### src/rtl/program_loader_if.sv
// RAM write bus driven by the program loader: one-cycle write strobe with
// address and data that stay put between writes.
interface program_loader_if #(
  parameter int DATA_WIDTH = 8,
  parameter int ADDR_WIDTH = 4
);
  logic                  o_RAM_WE;
  logic [ADDR_WIDTH-1:0] o_RAM_ADDR;
  logic [DATA_WIDTH-1:0] o_RAM_DATA;

  modport master (output o_RAM_WE, output o_RAM_ADDR, output o_RAM_DATA);
  modport slave  (input  o_RAM_WE, input  o_RAM_ADDR, input  o_RAM_DATA);
endinterface

### src/rtl/program_loader.sv
// UART-fed boot loader: receives A5 / length / data / checksum frames and writes
// the data bytes into program RAM while holding the CPU.
module program_loader #(
  parameter int DATA_WIDTH   = 8,
  parameter int RAM_LENGTH   = 16,
  parameter int CLKS_PER_BIT = 4
) (
  input  logic i_SYS_CLOCK,
  input  logic i_CLEAR_n,
  input  logic i_RX,
  output logic o_CPU_HOLD,
  output logic o_LOAD_DONE,
  output logic o_LOAD_ERROR,
  program_loader_if.master ram
);

  localparam int ADDR_WIDTH = $clog2(RAM_LENGTH);
  localparam int CW         = $clog2(CLKS_PER_BIT);
  localparam int BW         = (DATA_WIDTH > 1) ? $clog2(DATA_WIDTH) : 1;

  localparam logic [CW-1:0]         CNT_LAST = CW'(CLKS_PER_BIT - 1);
  localparam logic [CW-1:0]         CNT_HALF = CW'(CLKS_PER_BIT / 2 - 1);
  localparam logic [BW-1:0]         BIT_LAST = BW'(DATA_WIDTH - 1);
  localparam logic [DATA_WIDTH-1:0] SYNC_BYTE = DATA_WIDTH'(8'hA5);
  localparam logic [DATA_WIDTH-1:0] MAX_LEN   = DATA_WIDTH'(RAM_LENGTH);

  // ---------------- receiver ----------------
  typedef enum logic [1:0] {RX_IDLE, RX_START, RX_DATA, RX_STOP} rx_state_t;

  rx_state_t             rx_state_reg, rx_state_next;
  logic                  rx_meta_reg, rx_sync_reg, rx_prev_reg;
  logic [CW-1:0]         cnt_reg, cnt_next;
  logic [BW-1:0]         bit_reg, bit_next;
  logic [DATA_WIDTH-1:0] shift_reg, shift_next;
  logic                  byte_valid_reg, byte_valid_next;
  logic                  frame_err_reg, frame_err_next;

  // Synchronizer and edge-history flops preset high so reset looks like an idle line.
  always_ff @(posedge i_SYS_CLOCK or negedge i_CLEAR_n) begin
    if (!i_CLEAR_n) begin
      rx_meta_reg    <= 1'b1;
      rx_sync_reg    <= 1'b1;
      rx_prev_reg    <= 1'b1;
      rx_state_reg   <= RX_IDLE;
      cnt_reg        <= '0;
      bit_reg        <= '0;
      shift_reg      <= '0;
      byte_valid_reg <= 1'b0;
      frame_err_reg  <= 1'b0;
    end else begin
      rx_meta_reg    <= i_RX;
      rx_sync_reg    <= rx_meta_reg;
      rx_prev_reg    <= rx_sync_reg;
      rx_state_reg   <= rx_state_next;
      cnt_reg        <= cnt_next;
      bit_reg        <= bit_next;
      shift_reg      <= shift_next;
      byte_valid_reg <= byte_valid_next;
      frame_err_reg  <= frame_err_next;
    end
  end

  always_comb begin
    rx_state_next   = rx_state_reg;
    cnt_next        = cnt_reg;
    bit_next        = bit_reg;
    shift_next      = shift_reg;
    byte_valid_next = 1'b0;
    frame_err_next  = 1'b0;
    case (rx_state_reg)
      RX_IDLE: begin
        if (rx_prev_reg && !rx_sync_reg) begin
          rx_state_next = RX_START;
          cnt_next      = '0;
        end
      end
      RX_START: begin
        if (cnt_reg == CNT_HALF) begin
          cnt_next      = '0;
          bit_next      = '0;
          rx_state_next = rx_sync_reg ? RX_IDLE : RX_DATA;
        end else begin
          cnt_next = cnt_reg + CW'(1);
        end
      end
      RX_DATA: begin
        if (cnt_reg == CNT_LAST) begin
          cnt_next   = '0;
          shift_next = {rx_sync_reg, shift_reg[DATA_WIDTH-1:1]};
          if (bit_reg == BIT_LAST) rx_state_next = RX_STOP;
          else                     bit_next      = bit_reg + BW'(1);
        end else begin
          cnt_next = cnt_reg + CW'(1);
        end
      end
      RX_STOP: begin
        if (cnt_reg == CNT_LAST) begin
          cnt_next        = '0;
          rx_state_next   = RX_IDLE;
          byte_valid_next = rx_sync_reg;
          frame_err_next  = !rx_sync_reg;
        end else begin
          cnt_next = cnt_reg + CW'(1);
        end
      end
      default: rx_state_next = RX_IDLE;
    endcase
  end

  // ---------------- frame FSM ----------------
  typedef enum logic [1:0] {IDLE, LENGTH, DATA, CHECK} state_t;

  state_t                state_reg, state_next;
  logic [DATA_WIDTH-1:0] len_reg, len_next;
  logic [DATA_WIDTH-1:0] count_reg, count_next;
  logic [DATA_WIDTH-1:0] sum_reg, sum_next;
  logic [ADDR_WIDTH-1:0] addr_reg, addr_next;
  logic                  we_reg, we_next;
  logic [ADDR_WIDTH-1:0] ram_addr_reg, ram_addr_next;
  logic [DATA_WIDTH-1:0] ram_data_reg, ram_data_next;
  logic                  hold_reg, hold_next;
  logic                  done_reg, done_next;
  logic                  error_reg, error_next;

  always_ff @(posedge i_SYS_CLOCK or negedge i_CLEAR_n) begin
    if (!i_CLEAR_n) begin
      state_reg    <= IDLE;
      len_reg      <= '0;
      count_reg    <= '0;
      sum_reg      <= '0;
      addr_reg     <= '0;
      we_reg       <= 1'b0;
      ram_addr_reg <= '0;
      ram_data_reg <= '0;
      hold_reg     <= 1'b1;
      done_reg     <= 1'b0;
      error_reg    <= 1'b0;
    end else begin
      state_reg    <= state_next;
      len_reg      <= len_next;
      count_reg    <= count_next;
      sum_reg      <= sum_next;
      addr_reg     <= addr_next;
      we_reg       <= we_next;
      ram_addr_reg <= ram_addr_next;
      ram_data_reg <= ram_data_next;
      hold_reg     <= hold_next;
      done_reg     <= done_next;
      error_reg    <= error_next;
    end
  end

  always_comb begin
    state_next    = state_reg;
    len_next      = len_reg;
    count_next    = count_reg;
    sum_next      = sum_reg;
    addr_next     = addr_reg;
    we_next       = 1'b0;
    ram_addr_next = ram_addr_reg;
    ram_data_next = ram_data_reg;
    hold_next     = hold_reg;
    done_next     = done_reg;
    error_next    = error_reg;
    // A framing error aborts any frame in progress; in IDLE it is just line noise.
    if (frame_err_reg && state_reg != IDLE) begin
      error_next = 1'b1;
      state_next = IDLE;
    end else if (byte_valid_reg) begin
      case (state_reg)
        IDLE: begin
          if (shift_reg == SYNC_BYTE) begin
            state_next = LENGTH;
            done_next  = 1'b0;
            error_next = 1'b0;
            hold_next  = 1'b1;
            addr_next  = '0;
            sum_next   = '0;
            count_next = '0;
          end
        end
        LENGTH: begin
          if (shift_reg != '0 && shift_reg <= MAX_LEN) begin
            len_next   = shift_reg;
            state_next = DATA;
          end else begin
            error_next = 1'b1;
            state_next = IDLE;
          end
        end
        DATA: begin
          we_next       = 1'b1;
          ram_addr_next = addr_reg;
          ram_data_next = shift_reg;
          addr_next     = addr_reg + ADDR_WIDTH'(1);
          sum_next      = sum_reg + shift_reg;
          count_next    = count_reg + DATA_WIDTH'(1);
          if (count_next == len_reg) state_next = CHECK;
        end
        CHECK: begin
          state_next = IDLE;
          if (shift_reg == sum_reg) begin
            done_next = 1'b1;
            hold_next = 1'b0;
          end else begin
            error_next = 1'b1;
          end
        end
        default: state_next = IDLE;
      endcase
    end
  end

  assign ram.o_RAM_WE   = we_reg;
  assign ram.o_RAM_ADDR = ram_addr_reg;
  assign ram.o_RAM_DATA = ram_data_reg;
  assign o_CPU_HOLD     = hold_reg;
  assign o_LOAD_DONE    = done_reg;
  assign o_LOAD_ERROR   = error_reg;

endmodule

### src/flat_wrapper.sv
// flat-port wrapper written by rule: the top's interface ports become plain ports
module program_loader_flat 
#(
  parameter int DATA_WIDTH   = 8,
  parameter int RAM_LENGTH   = 16,
  parameter int CLKS_PER_BIT = 4
)
  (i_SYS_CLOCK, i_CLEAR_n, i_RX, o_CPU_HOLD, o_LOAD_DONE, o_LOAD_ERROR, ram_o_RAM_WE, ram_o_RAM_ADDR, ram_o_RAM_DATA);
  program_loader_if #(.DATA_WIDTH(DATA_WIDTH), .ADDR_WIDTH(4)) ram_i ();
  input  logic i_SYS_CLOCK;
  input  logic i_CLEAR_n;
  input  logic i_RX;
  output logic o_CPU_HOLD;
  output logic o_LOAD_DONE;
  output logic o_LOAD_ERROR;
  output wire logic [$bits(ram_i.o_RAM_WE)-1:0] ram_o_RAM_WE;
  output wire logic [$bits(ram_i.o_RAM_ADDR)-1:0] ram_o_RAM_ADDR;
  output wire logic [$bits(ram_i.o_RAM_DATA)-1:0] ram_o_RAM_DATA;
  assign ram_o_RAM_WE = ram_i.o_RAM_WE;
  assign ram_o_RAM_ADDR = ram_i.o_RAM_ADDR;
  assign ram_o_RAM_DATA = ram_i.o_RAM_DATA;
  program_loader #(.DATA_WIDTH(DATA_WIDTH), .RAM_LENGTH(RAM_LENGTH), .CLKS_PER_BIT(CLKS_PER_BIT)) u_core (.i_SYS_CLOCK(i_SYS_CLOCK), .i_CLEAR_n(i_CLEAR_n), .i_RX(i_RX), .o_CPU_HOLD(o_CPU_HOLD), .o_LOAD_DONE(o_LOAD_DONE), .o_LOAD_ERROR(o_LOAD_ERROR), .ram(ram_i));
endmodule
### config.mk
export PLATFORM = sky130hd
export DESIGN_NAME = program_loader_flat
export DESIGN_NICKNAME = d
export VERILOG_FILES = /design/src/rtl/program_loader_if.sv /design/src/rtl/program_loader.sv /design/src/flat_wrapper.sv
export SDC_FILE = /design/constraint.sdc
export NUM_CORES = 1
export LEC_CHECK = 0
export ABC_CLOCK_PERIOD_IN_PS = 2500
export CORE_UTILIZATION = 60
export DETAILED_ROUTE_END_ITERATION = 6
export GPL_TIMING_DRIVEN = 0
export HOLD_SLACK_MARGIN = 0.06
export MAX_ROUTING_LAYER = met4
export PLACE_DENSITY = 0.8
export SLEW_MARGIN = 20
export SYNTH_ARGS = -nofsm -noshare
export SYNTH_HDL_FRONTEND = slang
export SYNTH_SLANG_ARGS = --single-unit
### constraint.sdc
create_clock -name i_SYS_CLOCK -period 2.5 [get_ports i_SYS_CLOCK]
set_clock_uncertainty 0.15 [all_clocks]
set_input_delay 0.5 -clock i_SYS_CLOCK [delete_from_list [all_inputs] [get_ports i_SYS_CLOCK]]
set_output_delay 0.5 -clock i_SYS_CLOCK [all_outputs]
set_load 0.02 [all_outputs]
Yosys cells after proc, flatten, opt, wreduce, memory -nomap -nowiden
Index checks and enable logic that the tools add are counted.
- flip-flop bits (word level): 66
- latch bits: 0
- bits in writable memories: 0
- ROM bits: 0
- input bits: 3
- output and inout port bits: 16
- word-level logic and storage cells: 118
- memories: 0
- $add $sub $neg: 5
- multipliers: 0
- div/mod/pow operators: 0
- order comparisons: 1
- equal/unequal tests: 24
- shift operators: 0
- mux-type cells: 44
- bitwise gates (word level): 1
- reductions and logical operators: 23
- operators by type and width (cell ; number):
    $pmux W8 S2 ; 2
    $mux W2 ; 14
    $eq A8 B8 Y1 ; 2
    $pmux W2 S4 ; 2
    $mux W1 ; 15
    $reduce_and A5 Y1 ; 3
    $ne A2 B1 Y1 const B ; 7
    $reduce_and A4 Y1 ; 3
    $eq A2 B2 Y1 const B ; 5
    $reduce_bool A2 Y1 ; 5
    $mux W3 ; 3
    $add A8 B1 Y8 const B ; 1
    $add A8 B8 Y8 ; 1
    $eq A8 B8 Y1 const B ; 1
    $le A8 B5 Y1 const B ; 1
    $mux W8 ; 1
    $pmux W4 S2 ; 1
    $reduce_bool A8 Y1 ; 1
    $eq A2 B1 Y1 const B ; 3
    $ne A3 B1 Y1 const B ; 2
    $ne A3 B2 Y1 const B ; 2
    $pmux W2 S3 ; 1
    $pmux W3 S2 ; 1
    $reduce_and A3 Y1 ; 2
    other kinds (15) ; 19

Longest topological paths before layout
Gate-level depths: netlist (run 1).
- depth in word-level cells: 6
- depth in mapped cells: 7
- mapped depth without buffers: 7

Least setup slack after synthesis (run 1)
No wires, ideal clock.
- path type: register -> register
- start point: register u_core.shift_reg[1]
- end point: register u_core.sum_reg[7]
- setup time: 0.124 ns
- data arrival time: 1.818 ns
- data required time: 2.226 ns
- slack: 0.408 ns
- stages on the path, launching flop included: 7
- path buffers: 0
- clock period less this slack: 2.092 ns
- cell sequence: dfrtp_1 > ha_1 > a211oi_1 > o21ai_0 > a21o_1 > and3_1 > a211o_1
- longest elaborated chain between the ends: 3
- elaborated cells on any way between the ends: 5
- classes of those cells: add/sub (1); eq/ne (2); mux (1); reduce/logical (1)
- RTL lines (element ; line ; RTL):
    from (decl) ; program_loader.sv:34 ; logic [DATA_WIDTH-1:0] shift_reg, shift_next;
    from (signal assigned) ; program_loader.sv:57 ; shift_reg <= shift_next;
    parallel branches: the longest is 3 deep, another holds $add A8 B8 Y8 ; n/a ;
    to (signal assigned) ; program_loader.sv:142 ; sum_reg <= sum_next;
    to (decl) ; program_loader.sv:116 ; logic [DATA_WIDTH-1:0] sum_reg, sum_next;
Parallel ways; which one is timed is not known.
A chain may end at the register's enable or synchronous reset.

Final worst setup path (run 1)
- start point: register u_core.shift_reg[2]
- end point: register u_core.done_reg, in the netlist u_core.o_LOAD_DONE
- longest elaborated chain between the ends: 3
- elaborated cells on any way between the ends: 5
- classes of those cells: eq/ne (4); reduce/logical (1)
- RTL lines (element ; line ; RTL):
    $eq A8 B8 Y1, on equally long branches ; program_loader.sv:202, program_loader.sv:172 ;
    $ne A2 B1 Y1 (no source line) ; n/a ;
    $reduce_and A5 Y1 (no source line) * ; n/a ;
    to (signal assigned) ; program_loader.sv:148 ; done_reg <= done_next;
    to (decl) ; program_loader.sv:122 ; logic done_reg, done_next;
Every way passes the cells marked *; elsewhere a longest branch is shown, timed or not.

==> results.sh, run 1 <==
export IMPL_root_buffer="clkbuf_8"
export IMPL_top_usage_layer="met2"
export IMPL_post_route_min_period_ns=2.35
export IMPL_fmax_mhz=426
export IMPL_synthAdderAreaFrac_pct=5.67
export IMPL_fp_dieH_um=77.8
export IMPL_period_share_pct=93.8
export IMPL_track_usage_pct=28.0
export IMPL_viasPerCell=6.03
export IMPL_status="completed"
export IMPL_clockBufferDepth=2
export IMPL_numClockSinks=66
export IMPL_num_rows=27
export IMPL_crit_fanout=7
export IMPL_synth_area_per_cell_um2=10.4
export IMPL_clock_power_share_pct=31.3
export IMPL_gp_congestion=0.847
export IMPL_syn_area_um2=3440
export IMPL_setup_ws_ns=0.155
export IMPL_synth_top_family_by_area="compound AO/OA/AOI/OAI gates"
export IMPL_h_tree_depth=3
export IMPL_cts_tree="done"
export IMPL_mostFrequentLayoutCell="dfrtp_1"
export IMPL_power_frac_seq_pct=46.9
export IMPL_p_leak_nw=1.89
export IMPL_p_switching_mw=0.853
export IMPL_slew_violations=0
export IMPL_synth_edf_count=0
export IMPL_synth_simple_area_share_pct=16.1
export IMPL_hold_class="reg -> reg"
export IMPL_synth_xor_area_share_pct=3.31
export IMPL_setup_tns_ns=0
export IMPL_dp_cells=423
export IMPL_final_hold_violation_count=0
export IMPL_fin_nets=381
export IMPL_grtUsageMet1_pct=36.9
export IMPL_drc=0
export IMPL_drt_initial_drc_count=192
export IMPL_synth_compound_area_share_pct=17.1
export IMPL_clkTransAtPathRegs_ns=0.07
export IMPL_area_growth_syn_to_layout_pct=14.3
export IMPL_grt_pass1_vias=2654
export IMPL_dieArea_um2=6050
export IMPL_worstSetupEndpointType="register"
export IMPL_p_per_area_nw_per_um2=700
export IMPL_grtUsageMet2_pct=42.5
export IMPL_finalCoreUtilization_pct=71.5
export IMPL_synthCells=332
export IMPL_fin_area_um2=3940
export IMPL_required_ns=2.58
export IMPL_num_vias=2651
export IMPL_sw_frac_of_total_pct=31.0
export IMPL_routed_wire_length_per_instance_um=16.3
export IMPL_clock_latency_ns=0.35
export IMPL_grt_overflow=0
export IMPL_ant_nets=0
export IMPL_die_width_um=77.8
export IMPL_antenna_found_initial=0
export IMPL_cellInternalPower_mw=1.90
export IMPL_ir_drop_uv=598
export IMPL_synthMuxAreaShare_pct=6.14
export IMPL_met3_usage_pct=4.59
export IMPL_maxSlewHeadroom_pct=59.0
export IMPL_finalNonFillerCells=440
export IMPL_finalSetupViolCount=0
export IMPL_drv_cap=0
export IMPL_synth_cell_types=52
export IMPL_portBuffers=18
export IMPL_fin_worst_hold_slack_ns=0.209
export IMPL_dpl_hpwl_um=4860
export IMPL_grt_first_pass_wirelength_um=12600
export IMPL_syn_nets=350
export IMPL_grt_max_degree=46
export IMPL_p_total_mw=2.75
export IMPL_fp_coreArea_um2=5510
export IMPL_fillers=392
export IMPL_worst_pin_slew_ns=0.615
export IMPL_dpl_cell_area_um2=3740
export IMPL_drive_above_1_share_pct=13.6
export IMPL_numCtsBuffers=9
export IMPL_cp_data_arrival_time_ns=2.42
export IMPL_async_flop_share_pct=100
export IMPL_ys_flop_type="dfrtp_1"
export IMPL_routed_wirelength_um=7160
export IMPL_antennaDiodeCount=0
export IMPL_path_class="reg -> reg"
export IMPL_critPathLaunchType="register"
export IMPL_final_cell_mix="dfrtp_1, nand2_1, o21ai_1, clkdlybuf4s50_1, ha_1"
export IMPL_yosys_warnings=0
export IMPL_p_comb_share_pct=21.8
export IMPL_firstDrtPassIters=4
export IMPL_synth_seq_cells=66
export IMPL_ys_seq_area_share_pct=48.1
export IMPL_dp_slack_ns=0.128
export IMPL_start_util_pct=62.6
export IMPL_cts_post_setup_buffers_inserted=0
export IMPL_pin_count=19
export IMPL_rsz0062_at_grt="no"
-- metal layers --
metal / share of wire (%) / vias to the layer above
li1: - / 1252
met1: 45 / 1313
met2: 48 / 73
met3: 5.6 / 13
met4: 2.0 / 0
met5: 0 / -
-- kinds of logic after synthesis --
family / count (synthesis)
buf+inv: 26
flops: 66
fa+ha+maj: 15
mux: 17
xor+xnor: 13
simple gates: 111
compound gates: 84
-- power groups by stage --
stage               registers (mW)  clock network, mW  logic [mW]
floorplan                     1.27                  0       0.473
CTS                           1.29              0.877       0.600
global placement              1.30                  0       0.564
detailed placement            1.31                  0       0.592
global route                  1.31              0.920       0.683
finish                        1.29              0.863       0.601
-- layout make-up --
cell class	instances	area (um^2)	share of cell area, %
well taps	72	90.1	2.29
clock inverters	6	57.6	1.46
plain buffers	17	90.1	2.29
flip-flops and latches	66	1660	42.1
multi-input cells	240	1660	42.3
repair buffers	20	215	5.47
inverters	9	33.8	0.858
clock buffers	10	128	3.24
-- cells in the mapped netlist (3+ instances only) --
cell type / count / area [um^2]
dfrtp_1: 62 / 1550
nand2_1: 53 / 199
o21ai_1: 17 / 85.1
ha_1: 14 / 175
a22o_1: 12 / 105
nor2_1: 12 / 45.0
clkbuf_1: 11 / 41.3
o21ai_0: 11 / 55.1
xnor2_1: 11 / 96.3
a21oi_1: 9 / 45.0
inv_1: 9 / 33.8
mux2_2: 9 / 101
a21o_1: 7 / 52.6
nand3_1: 7 / 35.0
mux2_4: 6 / 90.1
o31ai_1: 6 / 45.0
a31oi_1: 5 / 31.3
nand2b_1: 5 / 31.3
nor2b_1: 5 / 31.3
nor4_1: 5 / 31.3
and2_1: 4 / 25.0
dfstp_2: 4 / 105
nor3_1: 4 / 20.0
a211oi_1: 3 / 22.5
buf_2: 3 / 15.0
buf_6: 3 / 33.8
nand4_1: 3 / 18.8
nand4b_1: 3 / 26.3
-- worst paths after layout --
| path | end | slack (ns) | cells past startpoint | startpoint |
|---|---|---|---|---|
| max | u_core.o_LOAD_DONE | 0.15 | 6 | u_core.shift_reg[2] |
| min | u_core.rx_sync_reg | 0.21 | 0 | u_core.rx_meta_reg |
| max reg2reg | u_core.o_LOAD_DONE | 0.15 | 6 | u_core.shift_reg[2] |
| min reg2reg | u_core.rx_sync_reg | 0.21 | 0 | u_core.rx_meta_reg |
| max in group asynchronous | u_core.rx_sync_reg | 1.18 | 3 | i_CLEAR_n |
| min in group asynchronous | u_core.count_reg[6] | 0.44 | 2 | i_CLEAR_n |
-- repair_timing --
item	in CTS	in global routing
setup endpoints to repair	0	3
hold endpoints to repair	21	0
resized for setup	0	2
hold buffers	1	0
-- worst max-delay path, cell delays in order, from the launching register on --
cell     delay [ns]
dfrtp_1        0.47
ha_1           0.38
nor4_1         0.41
nand4_1        0.33
nand2_1        0.18
nand3_1        0.09
a22o_1         0.20
No activity file was read; power rests on OpenSTA's default activity.
==> run 2: changes to the inputs <==
--- a/constraint.sdc
+++ b/constraint.sdc
@@ -3,3 +3,3 @@
 set_input_delay 0.5 -clock i_SYS_CLOCK [delete_from_list [all_inputs] [get_ports i_SYS_CLOCK]]
 set_output_delay 0.5 -clock i_SYS_CLOCK [all_outputs]
-set_load 0.02 [all_outputs]
+set_load 0.005 [all_outputs]
==> results of run 2 <==
Same layout as run 1: the final DEF is identical, and so are final timing and power.
==> run 3: changes to the inputs <==
CORE_ASPECT_RATIO = 0.9   (was unset)
==> run 3 against run 2 <==
Effect of this change: routed wire length decreased by 2.2%; first-iteration DRC count decreased by 30%; global-route usage decreased by 1.4 points; critical path depth unchanged; fmax decreased by 2.8%; sequential share of layout area increased by 0.46 points; worst hold slack got worse by 0.0020 ns; sequential cell count unchanged; critical endpoint unchanged; largest cell class unchanged; largest power group unchanged; highest routed layer unchanged.
==> results.sh, run 3 (synthesized netlist as in run 1, its figures left out) <==
export IMPL_grt_first_pass_wirelength_um=11500
export IMPL_hold_class="reg -> reg"
export IMPL_fp_dieH_um=73.9
export IMPL_rsz0062_at_grt="no"
export IMPL_post_route_min_period_ns=2.41
export IMPL_drc=0
export IMPL_status="completed"
export IMPL_ir_drop_uv=637
export IMPL_worst_pin_slew_ns=0.576
export IMPL_final_cell_mix="dfrtp_1, nand2_1, o21ai_1, clkdlybuf4s50_1"
export IMPL_p_leak_nw=1.88
export IMPL_worstSetupEndpointType="register"
export IMPL_grt_overflow=0
export IMPL_fmax_mhz=414
export IMPL_grt_pass1_vias=2347
export IMPL_path_class="reg -> reg"
export IMPL_antenna_found_initial=0
export IMPL_final_hold_violation_count=0
export IMPL_portBuffers=18
export IMPL_period_share_pct=96.6
export IMPL_pin_count=19
export IMPL_num_rows=25
export IMPL_start_util_pct=64.0
export IMPL_cts_post_setup_buffers_inserted=0
export IMPL_dieArea_um2=6050
export IMPL_viasPerCell=6.00
export IMPL_drv_cap=0
export IMPL_slew_violations=0
export IMPL_track_usage_pct=26.7
export IMPL_numClockSinks=66
export IMPL_drive_above_1_share_pct=12.8
export IMPL_clkTransAtPathRegs_ns=0.07
export IMPL_clock_latency_ns=0.34
export IMPL_required_ns=2.58
export IMPL_critPathLaunchType="register"
export IMPL_cp_data_arrival_time_ns=2.49
export IMPL_antennaDiodeCount=0
export IMPL_grt_max_degree=40
export IMPL_h_tree_depth=3
export IMPL_die_width_um=81.9
export IMPL_fin_nets=381
export IMPL_gp_congestion=0.831
export IMPL_firstDrtPassIters=4
export IMPL_fin_area_um2=3890
export IMPL_numCtsBuffers=9
export IMPL_dpl_hpwl_um=4780
export IMPL_finalSetupViolCount=0
export IMPL_mostFrequentLayoutCell="dfrtp_1"
export IMPL_maxSlewHeadroom_pct=61.6
export IMPL_fp_coreArea_um2=5380
export IMPL_ant_nets=0
export IMPL_drt_initial_drc_count=135
export IMPL_p_per_area_nw_per_um2=681
export IMPL_dpl_cell_area_um2=3730
export IMPL_root_buffer="clkbuf_8"
export IMPL_crit_fanout=7
export IMPL_area_growth_syn_to_layout_pct=13.0
export IMPL_finalCoreUtilization_pct=72.3
export IMPL_fillers=389
export IMPL_routed_wirelength_um=7000
export IMPL_num_vias=2612
export IMPL_clockBufferDepth=2
export IMPL_cts_tree="done"
export IMPL_routed_wire_length_per_instance_um=16.1
==> run 3: cell count changes in the layout (fill, tap and decap cells not counted), sizes merged <==
| cell | change |
|---|---|
| clkbuf | +2 |
| bufinv | -1 |
| clkinvlp | -1 |
==> run 3: final timing paths <==
check / start / endpoint / slack, ns / cells after the start
setup reg to reg: u_core.shift_reg[2] / u_core.o_LOAD_DONE / 0.09 / 6
hold / removal: u_core.rx_meta_reg / u_core.rx_sync_reg / 0.21 / 0
max in group asynchronous: i_CLEAR_n / u_core.rx_prev_reg / 1.15 / 3
hold reg to reg: u_core.rx_meta_reg / u_core.rx_sync_reg / 0.21 / 0
min in group asynchronous: i_CLEAR_n / u_core.addr_reg[3] / 0.47 / 2
setup / recovery: u_core.shift_reg[2] / u_core.o_LOAD_DONE / 0.09 / 6
==> run 3: critical path: stages, from the launching register on <==
cell and delay [ns]:
dfrtp_1 0.48, ha_1 0.39, nor4_1 0.46, nand4_1 0.35, nand2_1 0.18, nand3_1 0.09
a22o_1 0.19
==> run 3: metrics by stage <==
stage          cells  setup slack (ns)  hold slack (ns)  power [mW]  TNS (ns)
2_1_floorplan    332             0.408           0.0544        1.74         0
3_3_place_gp     417             -1.36            0.197        1.86    -86.76
3_5_place_dp     418             0.161            0.199        1.91         0
4_1_cts          435             0.100            0.209        2.67         0
5_1_grt          435           0.00690            0.210        2.79         0
6_report         435            0.0861            0.207        2.65         0
==> run 3: layer usage <==
metal,GRT usage [%],share of wire [%],vias up
li1,-,-,1253
met2,38.7,46,68
met3,7.95,4.4,13
met5,-,0,-
met1,36.2,48,1278
met4,7.41,1.5,0
==> run 3: where the power goes <==
group	internal (mW)	total (mW)	switching (mW)
Sequential	1.17	1.29	0.125
Combinational	0.280	0.619	0.340
Clock	0.354	0.740	0.386
==> run 3: repair_timing <==
action	CTS	global route
gates resized for setup	0	1
endpoints found under the setup margin	0	3
hold buffers	1	0
endpoints found under the hold margin	26	0
==> run 3: area by class of cell <==
cell class | instances | area, um^2 | area share (%)
Multi-Input combinational cell | 240 | 1660 | 42.8
Sequential cell | 66 | 1660 | 42.6
Clock buffer | 12 | 135 | 3.47
Inverter | 9 | 33.8 | 0.868
Timing Repair Buffer | 20 | 208 | 5.34
Buffer | 17 | 90.1 | 2.31
Tap cell | 67 | 83.8 | 2.15
Clock inverter | 4 | 20.0 | 0.514
==> RTL change 1 (settings of run 2) <==
Register the input `i_RX` before use. The logic sees it one clock later. The other inputs are not delayed to match.
--- a/src/rtl/program_loader.sv
+++ b/src/rtl/program_loader.sv
@@ -28,4 +28,10 @@
   typedef enum logic [1:0] {RX_IDLE, RX_START, RX_DATA, RX_STOP} rx_state_t;
 
+  logic i_RX_q;
+
+  always_ff @(posedge i_SYS_CLOCK) begin
+    i_RX_q <= i_RX;
+  end
+
   rx_state_t             rx_state_reg, rx_state_next;
   logic                  rx_meta_reg, rx_sync_reg, rx_prev_reg;
@@ -49,5 +55,5 @@
       frame_err_reg  <= 1'b0;
     end else begin
-      rx_meta_reg    <= i_RX;
+      rx_meta_reg    <= i_RX_q;
       rx_sync_reg    <= rx_meta_reg;
       rx_prev_reg    <= rx_sync_reg;
Behaviour: same outputs for any inputs over 10 cycles, from zero or initial values; that may be too few to reach the edited logic, so the function may still have changed.
==> RTL change 1 against run 2 <==
Critical path type unchanged; synthesized area shrank 4.8%; sequential cell count grew 1; hold slack lost 62 ps; worst setup slack gained 45 ps; maximum frequency grew 2.0%; via count shrank 7.2%; routed wire length shrank 6.1%; design area shrank 4.4%; non-clock buffer count shrank 6; global-route usage shrank 1.2 points; clock power grew 0.7%; total power shrank 8.7%; largest cell class is now flip-flops and latches.
==> RTL change 1: results <==
{
  "arrival_ps": 2410,
  "reg2regPathDepth": 7,
  "num_antenna_cells": 0,
  "peakVddDrop_v": 0.000477,
  "critical-path-top-delay-family": "compound AO/OA/AOI/OAI gates",
  "clk_path_buf_depth": 2,
  "grt_usage_pct": 26.8,
  "switching_power_mw": 0.722,
  "num-fill-cells": 367,
  "outcome": "finished clean",
  "synthXorXnorAreaFrac_pct": 5.07,
  "drive_gt1_share_pct": 11.4,
  "synth_fp_nets": 341,
  "grt_pass1_vias": 2392,
  "vias": 2461,
  "first_pass_iters": 4,
  "synth_cell_types": 48,
  "cts_setup_buffers": 0,
  "seq_area_frac_synth_pct": 51.1,
  "cpMaxStageDelayCell": "dfrtp_1",
  "wl_mm": 6.72,
  "drtIter0Drc": 172,
  "crit_start": "u_core.shift_reg[0]",
  "yosys-top-cells-count": "dfrtp_1, nand2_1, o21ai_0, nor2_1, ha_1",
  "leakage_nw": 1.82,
  "max_stage_delay_ps": 500,
  "path_max_fanout": 7,
  "dp_hpwl_mm": 4.51,
  "synth_compound_area_share_pct": 13.3,
  "clk_latency_ps": 340,
  "hp-start": "u_core.i_RX_q",
  "clockRootBuffer": "clkbuf_8",
  "synth_mux_area_share_pct": 5.38,
  "clkTransAtPathRegs_ps": 70,
  "relSlewSlack_pct": 63.3,
  "gp_routability_congestion": 0.891,
  "async_flop_share_pct": 98.5,
  "grt_pass1_wl_mm": 11.6,
  "crit_path_end": "u_core.sum_reg[6]",
  "reg2reg_slack_ps": 200,
  "grt_max_degree": 46,
  "nNetsFinal": 372,
  "cts_made_buffers": 9,
  "yosys-top-cells-area": "dfrtp_1, nand2_1, ha_1, mux2_2, o21ai_0",
  "synth_fa_ha_area_share_pct": 5.95,
  "yosysWarnings": 0
}
==> RTL change 1: cell count changes after synthesis, sizes merged, moves of 3 or more <==
cell    delta
nor2       +6
a22o       -8
nor2b      -3
clkbuf     -4
a31oi      -5
nand2      +7
nor3b      +3
xor2       +6
==> RTL change 1: power by group through the flow <==
stage                     Sequential, mW  Combinational, mW  Clock (mW)
after floorplan                     1.22              0.325           0
after global placement              1.24              0.397           0
after detailed placement            1.24              0.419           0
after CTS                           1.22              0.424       0.883
after global routing                1.23              0.486       0.940
final                               1.22              0.422       0.869
==> RTL change 1: worst min-delay path by stage <==
stage	slack [ps]	to	depth (start not counted)
after floorplan	50	async pin	0
after global placement	140	u_core.rx_meta_reg	0
after detailed placement	140	u_core.rx_meta_reg	0
after CTS	150	u_core.rx_meta_reg	0
after global routing	150	u_core.rx_meta_reg	0
final	150	u_core.rx_meta_reg	0
==> RTL change 1: stage by stage <==
step | hold WS (ps) | setup slack, ps | area (um^2) | std cells | power (mW)
detailed placement | 136 | 249 | 3570 | 412 | 1.66
CTS | 146 | 212 | 3760 | 429 | 2.53
global route | 149 | 55.9 | 3760 | 429 | 2.66
global placement | 137 | -1350 | 3550 | 411 | 1.63
finish | 147 | 200 | 3760 | 429 | 2.51
floorplan | 54.4 | 443 | 3280 | 323 | 1.55
==> RTL change 1: area by class of cell <==
type | count | share of cell area, %
Buffer | 11 | 1.23
Clock buffer | 11 | 3.49
Clock inverter | 5 | 1.43
Inverter | 9 | 0.898
Multi-Input combinational cell | 236 | 40.5
Sequential cell | 67 | 44.6
Tap cell | 70 | 2.33
Timing Repair Buffer | 20 | 5.52
==> RTL change 1: routing by layer <==
metal	vias to the layer above	wire, um	GRT usage, %
met4	0	98	11.2
met1	1177	3070	35.7
met3	9	339	4.82
li1	1197	-	-
met2	78	3220	40.8
met5	-	0	-
==> RTL change 2 (flow settings as in run 2) <==
Made on the original files. Take the reset off `sum_reg` and load it in a clocked block of its own.
--- a/src/rtl/program_loader.sv
+++ b/src/rtl/program_loader.sv
@@ -128,5 +128,4 @@
       len_reg      <= '0;
       count_reg    <= '0;
-      sum_reg      <= '0;
       addr_reg     <= '0;
       we_reg       <= 1'b0;
@@ -140,5 +139,4 @@
       len_reg      <= len_next;
       count_reg    <= count_next;
-      sum_reg      <= sum_next;
       addr_reg     <= addr_next;
       we_reg       <= we_next;
@@ -149,4 +147,8 @@
       error_reg    <= error_next;
     end
+  end
+
+  always_ff @(posedge i_SYS_CLOCK) begin
+    sum_reg <= sum_next;
   end
 
Formal check against the unedited RTL: same outputs for any inputs over 10 cycles, from zero or initial values; that may be too few to reach the edited logic, so the function may still have changed.
==> RTL change 2 against run 2 <==
Non-clock buffer count down 5; first-iteration DRC count down 9.4%; die area down 3.5%; final cell count down 1.6%; utilization up 2.9 points; routed wire length down 2.2%; synthesized area down 3.6%; worst setup slack worse by 130 ps; total power up 5.4%; design area down 1.7%; sequential cell count unchanged; critical endpoint is now u_core.o_LOAD_ERROR; largest power group unchanged.
==> RTL change 2: results <==
{
  "clk_share_pct": 5.85,
  "grt_max_degree": 59,
  "clk_latency_ps": 340,
  "critical-path-top-delay-family": "simple AND/OR/NAND/NOR gates",
  "num-nonclk-inverters": 12,
  "sh_seq_area_pct": 43.9,
  "leakage_nw": 1.78,
  "first_pass_iters": 4,
  "yosys-top-cells-count": "dfrtp_1, nand2_1, o21ai_0, nor2_1, ha_1",
  "path_max_fanout": 6,
  "peakVddDrop_v": 0.000690,
  "async_flop_share_pct": 87.9,
  "synth_fp_nets": 345,
  "yosys-top-cells-area": "dfrtp_1, edfxtp_1, nand2_1, ha_1, mux2_2",
  "yosysWarnings": 0,
  "bufAreaShareNonClock_pct": 6.30,
  "placed_cells": 415,
  "drive_gt1_share_pct": 13.2,
  "seq_cells": 66,
  "cpMaxStageDelayCell": "or4b_1",
  "wl_per_cell_um": 16.2,
  "dp_hpwl_mm": 4.74,
  "dpl_worst_slack_ps": 6.20,
  "cts_made_buffers": 9,
  "num-fill-cells": 370,
  "synth_edf_count": 8,
  "final_util_pct": 74.4,
  "num_antenna_cells": 0,
  "gp_routability_congestion": 0.855,
  "grt_pass1_wl_mm": 11.8,
  "max_stage_delay_ps": 560,
  "multi_input_gates": 237,
  "clockRootBuffer": "clkbuf_8",
  "clk_path_buf_depth": 2,
  "clkbuf_count": 10,
  "clkTransAtPathRegs_ps": 70,
  "die-area_um2": 5840,
  "antenna_found_initial": 0,
  "viasPerCell": 5.88,
  "finalNonFillerCells": 433,
  "arrival_ps": 2550,
  "max-cap-violations": 0,
  "nNetsFinal": 376,
  "cts_max_level": 3,
  "relSlewSlack_pct": 52.3,
  "grt_pass1_vias": 2593,
  "multi_input_area_um2": 1570,
  "synth_cell_types": 46,
  "synth_cells": 327,
  "outcome": "finished clean",
  "seq_area_frac_synth_pct": 51.1,
  "nonClockBufferCount": 32,
  "portBuffers": 18,
  "drtIter0Drc": 174,
  "placed_area_um2": 3590,
  "grt_usage_pct": 26.8,
  "hp-class": "in -> async"
}
## RTL change 2: worst register-to-register path, cell delays in order (launching register included)
cell	delay, ps
dfrtp_2	420
ha_2	300
or4b_1	560
nor3_2	250
nand4_1	190
a211o_1	300
and3_1	180
## RTL change 2: cell families (layout without fill, tap and decap cells)
| kind of cell | after synthesis | after routing | share of synthesized area, % |
|---|---|---|---|
| adders and majority gates | 15 | 15 | 5.88 |
| xor gates and xnor gates | 13 | 13 | 3.43 |
| AOI/OAI and AO/OA | 67 | 67 | 13.1 |
| DFF | 66 | 66 | 51.1 |
| muxes | 13 | 13 | 4.33 |
| buffers and inverters | 24 | 60 | 2.79 |
| and+or+nand+nor | 129 | 129 | 19.4 |
## RTL change 2: worst paths after layout
path	startpoint	end	slack, ps	depth (start not counted)
worst max-delay path	u_core.shift_reg[4]	u_core.o_LOAD_ERROR	30	6
worst max register to register	u_core.shift_reg[4]	u_core.o_LOAD_ERROR	30	6
min in group i_SYS_CLOCK	u_core.rx_meta_reg	u_core.rx_sync_reg	210	0
max in group asynchronous	i_CLEAR_n	u_core.shift_reg[2]	1630	1
worst min-delay path	i_CLEAR_n	u_core.count_reg[5]	50	1
worst min register to register	u_core.rx_meta_reg	u_core.rx_sync_reg	210	0
## RTL change 2: report_power, final
group	total [mW]	switching (mW)	internal [mW]
sequential	1.31	0.124	1.18
combinational	0.572	0.308	0.264
clock	1.02	0.412	0.612
## RTL change 2: routing by layer
metal	track usage, %	wire length (um)
met1	33.5	3220
met2	41.6	3410
met4	15.2	112
met5	-	0
met3	4.55	257
## RTL change 2: repair_timing
action | 4_1_cts | 5_1_grt
endpoints found under the setup margin | 3 | 6
resized for setup | 1 | 8
cloned | 0 | 0
buffers inserted | 0 | 3
pin swaps | 0 | 2
